==> config.mk <==
export PLATFORM = sky130hd
export DESIGN_NAME = axi_lite_reg_responder
export DESIGN_NICKNAME = d
export VERILOG_FILES = /design/src/rtl/axi_lite_reg_responder.sv
export SDC_FILE = /design/constraint.sdc
export NUM_CORES = 1
export LEC_CHECK = 0
export CELL_PAD_IN_SITES_DETAIL_PLACEMENT = 0
export CELL_PAD_IN_SITES_GLOBAL_PLACEMENT = 1
export CORE_AREA = 3 3 258 260
export DETAILED_ROUTE_END_ITERATION = 6
export DIE_AREA = 0 0 261 263
export PLACE_DENSITY_LB_ADDON = 0.1
export SETUP_SLACK_MARGIN = 0.1
export SYNTH_ARGS = -nofsm -noshare
export SYNTH_HDL_FRONTEND = slang
export SYNTH_SLANG_ARGS = --single-unit
==> constraint.sdc <==
create_clock -name S_AXI_ACLK -period 54.9 [get_ports S_AXI_ACLK]
set_input_delay 8.235 -clock S_AXI_ACLK [delete_from_list [all_inputs] [get_ports S_AXI_ACLK]]
set_output_delay 8.235 -clock S_AXI_ACLK [all_outputs]
set_load 0.02 [all_outputs]
==> src/rtl/axi_lite_reg_responder.sv <==
// axi_lite_reg_responder: AXI4-Lite slave exposing an ID, scratch, cycle counter, control and general registers.
// Define AXI_LITE_REG_WSTRB_EN to honour WSTRB byte lanes; otherwise every write stores the full word.
module axi_lite_reg_responder #(
    parameter logic [31:0] C_BASEADDR = 32'h7d41_0000,
    parameter logic [31:0] C_HIGHADDR = 32'h7d41_ffff,
    parameter int          C_NUM_REGS = 16,
    parameter logic [31:0] C_ID       = 32'h4e46_0001
) (
    input  logic                    S_AXI_ACLK,
    input  logic                    S_AXI_ARESET,
    input  logic [31:0]             S_AXI_AWADDR,
    input  logic                    S_AXI_AWVALID,
    output logic                    S_AXI_AWREADY,
    input  logic [31:0]             S_AXI_WDATA,
    input  logic [3:0]              S_AXI_WSTRB,
    input  logic                    S_AXI_WVALID,
    output logic                    S_AXI_WREADY,
    output logic [1:0]              S_AXI_BRESP,
    output logic                    S_AXI_BVALID,
    input  logic                    S_AXI_BREADY,
    input  logic [31:0]             S_AXI_ARADDR,
    input  logic                    S_AXI_ARVALID,
    output logic                    S_AXI_ARREADY,
    output logic [31:0]             S_AXI_RDATA,
    output logic [1:0]              S_AXI_RRESP,
    output logic                    S_AXI_RVALID,
    input  logic                    S_AXI_RREADY,
    output logic [32*C_NUM_REGS-1:0] ctrl_regs
);
    localparam int IW = $clog2(C_NUM_REGS);
    typedef enum logic [1:0] {W_IDLE, W_HAVE_ADDR, W_HAVE_DATA, W_RESP} w_state_t;
    typedef enum logic {R_IDLE, R_DATA} r_state_t;
    w_state_t w_state, w_next;
    r_state_t r_state, r_next;
    logic alive, aw_hs, w_hs, ar_hs, wr_fire, wr_ok, clr;
    logic [31:0] aw_q, w_q, wr_addr, wr_data, wr_mask, cnt;
    logic [1:0] wr_resp;
    logic [IW-1:0] wr_idx, rd_idx;

    function automatic logic hit(input logic [31:0] a);
        return a >= C_BASEADDR && a <= C_HIGHADDR && ((a - C_BASEADDR) >> 2) < 32'(C_NUM_REGS);
    endfunction

    function automatic logic [IW-1:0] index(input logic [31:0] a);
        return IW'((a - C_BASEADDR) >> 2);
    endfunction

    always_comb begin
        S_AXI_AWREADY = alive && (w_state == W_IDLE || w_state == W_HAVE_DATA);
        S_AXI_WREADY  = alive && (w_state == W_IDLE || w_state == W_HAVE_ADDR);
        S_AXI_BVALID  = w_state == W_RESP;
        aw_hs   = S_AXI_AWVALID && S_AXI_AWREADY;
        w_hs    = S_AXI_WVALID && S_AXI_WREADY;
        wr_addr = aw_hs ? S_AXI_AWADDR : aw_q;
        wr_data = w_hs ? S_AXI_WDATA : w_q;
        wr_fire = (aw_hs || w_state == W_HAVE_ADDR) && (w_hs || w_state == W_HAVE_DATA);
        wr_idx  = index(wr_addr);
        wr_resp = !hit(wr_addr) ? 2'b11 : (wr_idx == '0 || wr_idx == IW'(2)) ? 2'b10 : 2'b00;
        wr_ok   = wr_fire && wr_resp == 2'b00;
        clr     = wr_ok && wr_idx == IW'(3) && wr_data[0] && wr_mask[0];
        w_next  = wr_fire ? W_RESP :
                  w_state == W_RESP ? (S_AXI_BREADY ? W_IDLE : W_RESP) :
                  aw_hs ? W_HAVE_ADDR : w_hs ? W_HAVE_DATA : w_state;
    end

    always_comb begin
        S_AXI_ARREADY = alive && r_state == R_IDLE;
        S_AXI_RVALID  = r_state == R_DATA;
        ar_hs  = S_AXI_ARVALID && S_AXI_ARREADY;
        rd_idx = index(S_AXI_ARADDR);
        r_next = ar_hs ? R_DATA : (S_AXI_RVALID && S_AXI_RREADY) ? R_IDLE : r_state;
    end

`ifdef AXI_LITE_REG_WSTRB_EN
    logic [3:0] ws_q, wr_strb;
    assign wr_strb = w_hs ? S_AXI_WSTRB : ws_q;
    assign wr_mask = {{8{wr_strb[3]}}, {8{wr_strb[2]}}, {8{wr_strb[1]}}, {8{wr_strb[0]}}};
    always_ff @(posedge S_AXI_ACLK or posedge S_AXI_ARESET)
        if (S_AXI_ARESET) ws_q <= '0;
        else if (w_hs) ws_q <= S_AXI_WSTRB;
`else
    logic unused_wstrb;
    assign unused_wstrb = ^S_AXI_WSTRB;
    assign wr_mask = '1;
`endif

    // alive holds the READY outputs low until the first edge after reset release
    always_ff @(posedge S_AXI_ACLK or posedge S_AXI_ARESET)
        if (S_AXI_ARESET) begin
            alive       <= 1'b0;
            w_state     <= W_IDLE;
            r_state     <= R_IDLE;
            aw_q        <= '0;
            w_q         <= '0;
            S_AXI_BRESP <= 2'b00;
            S_AXI_RDATA <= '0;
            S_AXI_RRESP <= 2'b00;
            cnt         <= '0;
        end else begin
            alive   <= 1'b1;
            w_state <= w_next;
            r_state <= r_next;
            if (aw_hs) aw_q <= S_AXI_AWADDR;
            if (w_hs) w_q <= S_AXI_WDATA;
            if (wr_fire) S_AXI_BRESP <= wr_resp;
            if (ar_hs) begin
                S_AXI_RDATA <= hit(S_AXI_ARADDR) ? ctrl_regs[32*rd_idx +: 32] : '0;
                S_AXI_RRESP <= hit(S_AXI_ARADDR) ? 2'b00 : 2'b11;
            end
            cnt <= clr ? '0 : cnt + 1'b1;
        end

    for (genvar g = 0; g < C_NUM_REGS; g++) begin : g_reg
        if (g == 0) begin : g_id
            assign ctrl_regs[32*g +: 32] = C_ID;
        end else if (g == 2) begin : g_cnt
            assign ctrl_regs[32*g +: 32] = cnt;
        end else begin : g_rw
            logic [31:0] q;
            // the control register's clear bit is a strobe, so it never stays set
            always_ff @(posedge S_AXI_ACLK or posedge S_AXI_ARESET)
                if (S_AXI_ARESET) q <= '0;
                else if (wr_ok && wr_idx == IW'(g)) q <= ((q & ~wr_mask) | (wr_data & wr_mask)) & ~(g == 3 ? 32'h1 : 32'h0);
            assign ctrl_regs[32*g +: 32] = q;
        end
    end
endmodule

==> results.md <==
* Outcome: completed
* Detailed Place HPWL at 63220 um
* Starting Density at 0.4145
* GRT overflow at 0
* Setup tns final at 0 ns
* Die Y at about 260 um
* Largest net degree at the start of global routing at around 130
* Clock network latency to the later pin of the worst-skew pair at 0.61 ns
* Comb pwr share at 0.130
* RSZ-0062 raised after global routing: no
* Total wire length at roughly 95000 um
* Via count at about 18000
* Drt via density at 5.480
* Total CTS buffers at 67
* Seq pwr share at 0.443
* Sw Share at 0.2772
* Hold WS at approximately 0.47 ns
* Clock power share at 0.428
* Endpoints failing setup at 0
* Crit share post-route at 0.2080
* Root buffer cell: clkbuf_16
* Initial DRT Pass Iterations at 5
* Avg Cell Area, Syn at roughly 15 um^2
* Pwr Density at approximately 30 mW/mm^2
* Peak VDD IR at a little under 0.02 mV
* CP cell instances: clkdlybuf4s50_1 > inv_8 > buf_4 > buf_4 > buf_4
* Psw at between 0.2 and 0.3 mW
* Max-cap violations at 0
* Max Clk Rate at 0.08759 GHz
* First-pass GRT wire length at 137100 um
* Share of cells above drive strength 1 at 0.3140
* Pleak at 16.18 nW
* Area share of the leading cell type in the synthesized netlist at 0.5442
* Post-Syn Area at approximately 0.027 mm^2
* DRC Markers at 0
* Nets at around 2500
* Die area at roughly 0.069 mm^2
* Most frequent CP cell: buf_4
* Setup crit end kind: async pin
* Seq/Total Area, Yosys at 0.5442
* Slowest stage delay, CP at about 0.85 ns
* Initial antenna violation count at 1
* EDFF count, synth at 0
* Post-synth ARST share at 1.000
* FP Rows at 93
* First DRT Iteration DRCs at 1006
* Clock skew at about 0.022 ns
* Arr. time, crit path at 12.00 ns
* Gp weighted congestion at between 0.8 and 0.9
* CP startpoint kind: input pin
* Total GRT Usage at 0.2743
* I/O pins at 660
* Placed cell areas at 0.03335 mm^2
* Most used DFF post-synth: dfrtp_1
* WS Path Type: in2async
* Final Hold Vio Count at 0
* Synthesis-to-layout area growth at 33.19%
* Postcts setup bufs at 0
* CTS max path bufs at 3
* Post-synthesis register bit count at 580
* Final Max Slew Viols at 0
* Slew HR at 0.2517
* Post-CTS Hold Fix Bufs at 0
* Clock slew at reported path FFs at 0.06 ns
* PortBufs at just over 600
* Synth area leaders: dfrtp_1 54%, mux2_2 17%, mux4_2 11%, mux2_4 3.4%, a22o_1 1.8%
* WL per Instance at about 29 um
* Fill cell count at around 5300
* Final instance area at 0.03552 mm^2
* Top-count cell post-synth: dfrtp_1
* Htree depth at 3
* Clock sink count at 580
* Fin crit period at 11.42 ns
* YS warnings at 0
* Class of the worst hold path: reg2reg
* Worst-Margin Slew at between 1 and 1.5 ns
* Worst Path Max Fanout at 130
* Leading area contributor after synthesis: dfrtp_1
* Post-cts resize count at 0
* CTS tree: built
* Worst reg-to-reg setup slack at 51.22 ns
* Library cells used by synthesis at 51
* Die width at 261 um
* Tot Pwr at just over 1 mW
* Dpl cells at around 3100
* Vias in the first global route at around 19000
* Layout Cells excl Fill at ~3300
* ANT nets after route at 0
* CORE AREA at 0.06435 mm^2
* CP required at ~55 ns
* Commonest cells post-synth: 580 x dfrtp_1, 414 x mux2_2, 128 x mux4_2
* Slowest-stage cell, CP: buf_4
* Internal power at 0.7511 mW
* Post-Synthesis Cells at roughly 1800
## per-stage QoR
| stage | util | setup slack [ns] |
|---|---|---|
| 5_1_grt | 0.5519 | 42.95 |
| 3_3_place_gp | 0.5182 | 42.70 |
| 3_5_place_dp | 0.5182 | 42.66 |
| 2_1_floorplan | - | 30.44 |
| 6_report | 0.5520 | 43.48 |
| 4_1_cts | 0.5519 | 43.30 |
## final timing paths
| kind | startpoint | endpoint | cells after the start |
|---|---|---|---|
| max reg2reg | aw_q[25] | g_reg[4].g_rw.q[26] | 7 |
| min | aw_q[16] | aw_q[16] | 2 |
| min in group asynchronous | S_AXI_ARESET | aw_q[16] | 2 |
| max in group S_AXI_ACLK | S_AXI_AWVALID | g_reg[4].g_rw.q[26] | 9 |
| min reg2reg | aw_q[16] | aw_q[16] | 2 |
| max | S_AXI_ARESET | g_reg[10].g_rw.q[16] | 5 |
## power by group through the flow
stage | registers (mW) | clock network (mW) | logic, mW
after global placement | 0.467 | 0 | 0.134
final | 0.460 | 0.444 | 0.135
after CTS | 0.460 | 0.454 | 0.136
after detailed placement | 0.467 | 0 | 0.136
after global routing | 0.462 | 0.473 | 0.149
after floorplan | 0.465 | 0 | 0.0952
## flip-flops by register name, summed over array words and instances (netlist names)
name and count:
S_AXI_BRESP 2, S_AXI_RDATA 32, S_AXI_RRESP 1, S_AXI_RVALID 1
alive 1, aw_q 30, cnt 32, g.g_rw.q 447
w_q 32, w_state 2
## logic make-up after synthesis
kind of cell / share of synthesized area
muxes: 0.3331
DFF: 0.5442
and+or+nand+nor: 0.05025
buffers and inverters: 0.03664
AOI/OAI and AO/OA: 0.02515
xor gates and xnor gates: 0.009853
other: 0.0002816
adders and majority gates: 0.0004691
## worst max-delay path, delay by kind of cell
kind | cells | cell delay, ns
buffers and inverters | 5 | 3.55
## layer usage
| metal | routed length (um) | vias up | global-route usage |
|---|---|---|---|
| met1 | 37750 | 9538 | 0.3436 |
| met5 | 0 | - | 0 |
| met2 | 47000 | 561 | 0.4598 |
| met4 | 3170 | 0 | 0.08855 |
| met3 | 6740 | 135 | 0.07686 |
| li1 | - | 7624 | - |
## final cells by class
| class | instances | area, um^2 | share of cell area |
|---|---|---|---|
| diodes | 3 | 7.507 | 0.0002113 |
| clock buffers | 102 | 1982 | 0.05580 |
| clock inverters | 15 | 183.9 | 0.005178 |
| inverters | 9 | 41.29 | 0.001162 |
| multi-input cells | 1049 | 11330 | 0.3189 |
| flip-flops and latches | 580 | 14510 | 0.4086 |
| well taps | 855 | 1070 | 0.03012 |
| repair buffers | 646 | 6394 | 0.1800 |
## cells in the final DEF (no fill, tap or decap), types with 3 or more instances in the layout
cell / count
clkdlybuf4s50_1: 614
dfrtp_1: 580
mux2_2: 414
mux4_2: 128
nand2_1: 99
clkbuf_16: 70
mux2_4: 60
nor2_1: 58
a22o_1: 55
conb_1: 34
mux2_1: 29
buf_4: 29
xor2_1: 21
clkbuf_1: 21
nand4_1: 16
a21oi_1: 12
clkbuf_8: 12
nor3_1: 11
mux2i_1: 9
xnor2_1: 9
inv_1: 8
nor4_1: 8
nand3_1: 8
clkinv_2: 8
nor2b_1: 6
and2_1: 6
o21ai_0: 6
nand3_2: 5
or4b_1: 4
nand2b_1: 4
and3_2: 4
nor4b_1: 4
diode_2: 3
o2111a_1: 3
nand4b_1: 3
nand4_4: 3
bufinv_16: 3
No activity file was read; power rests on OpenSTA's default activity.
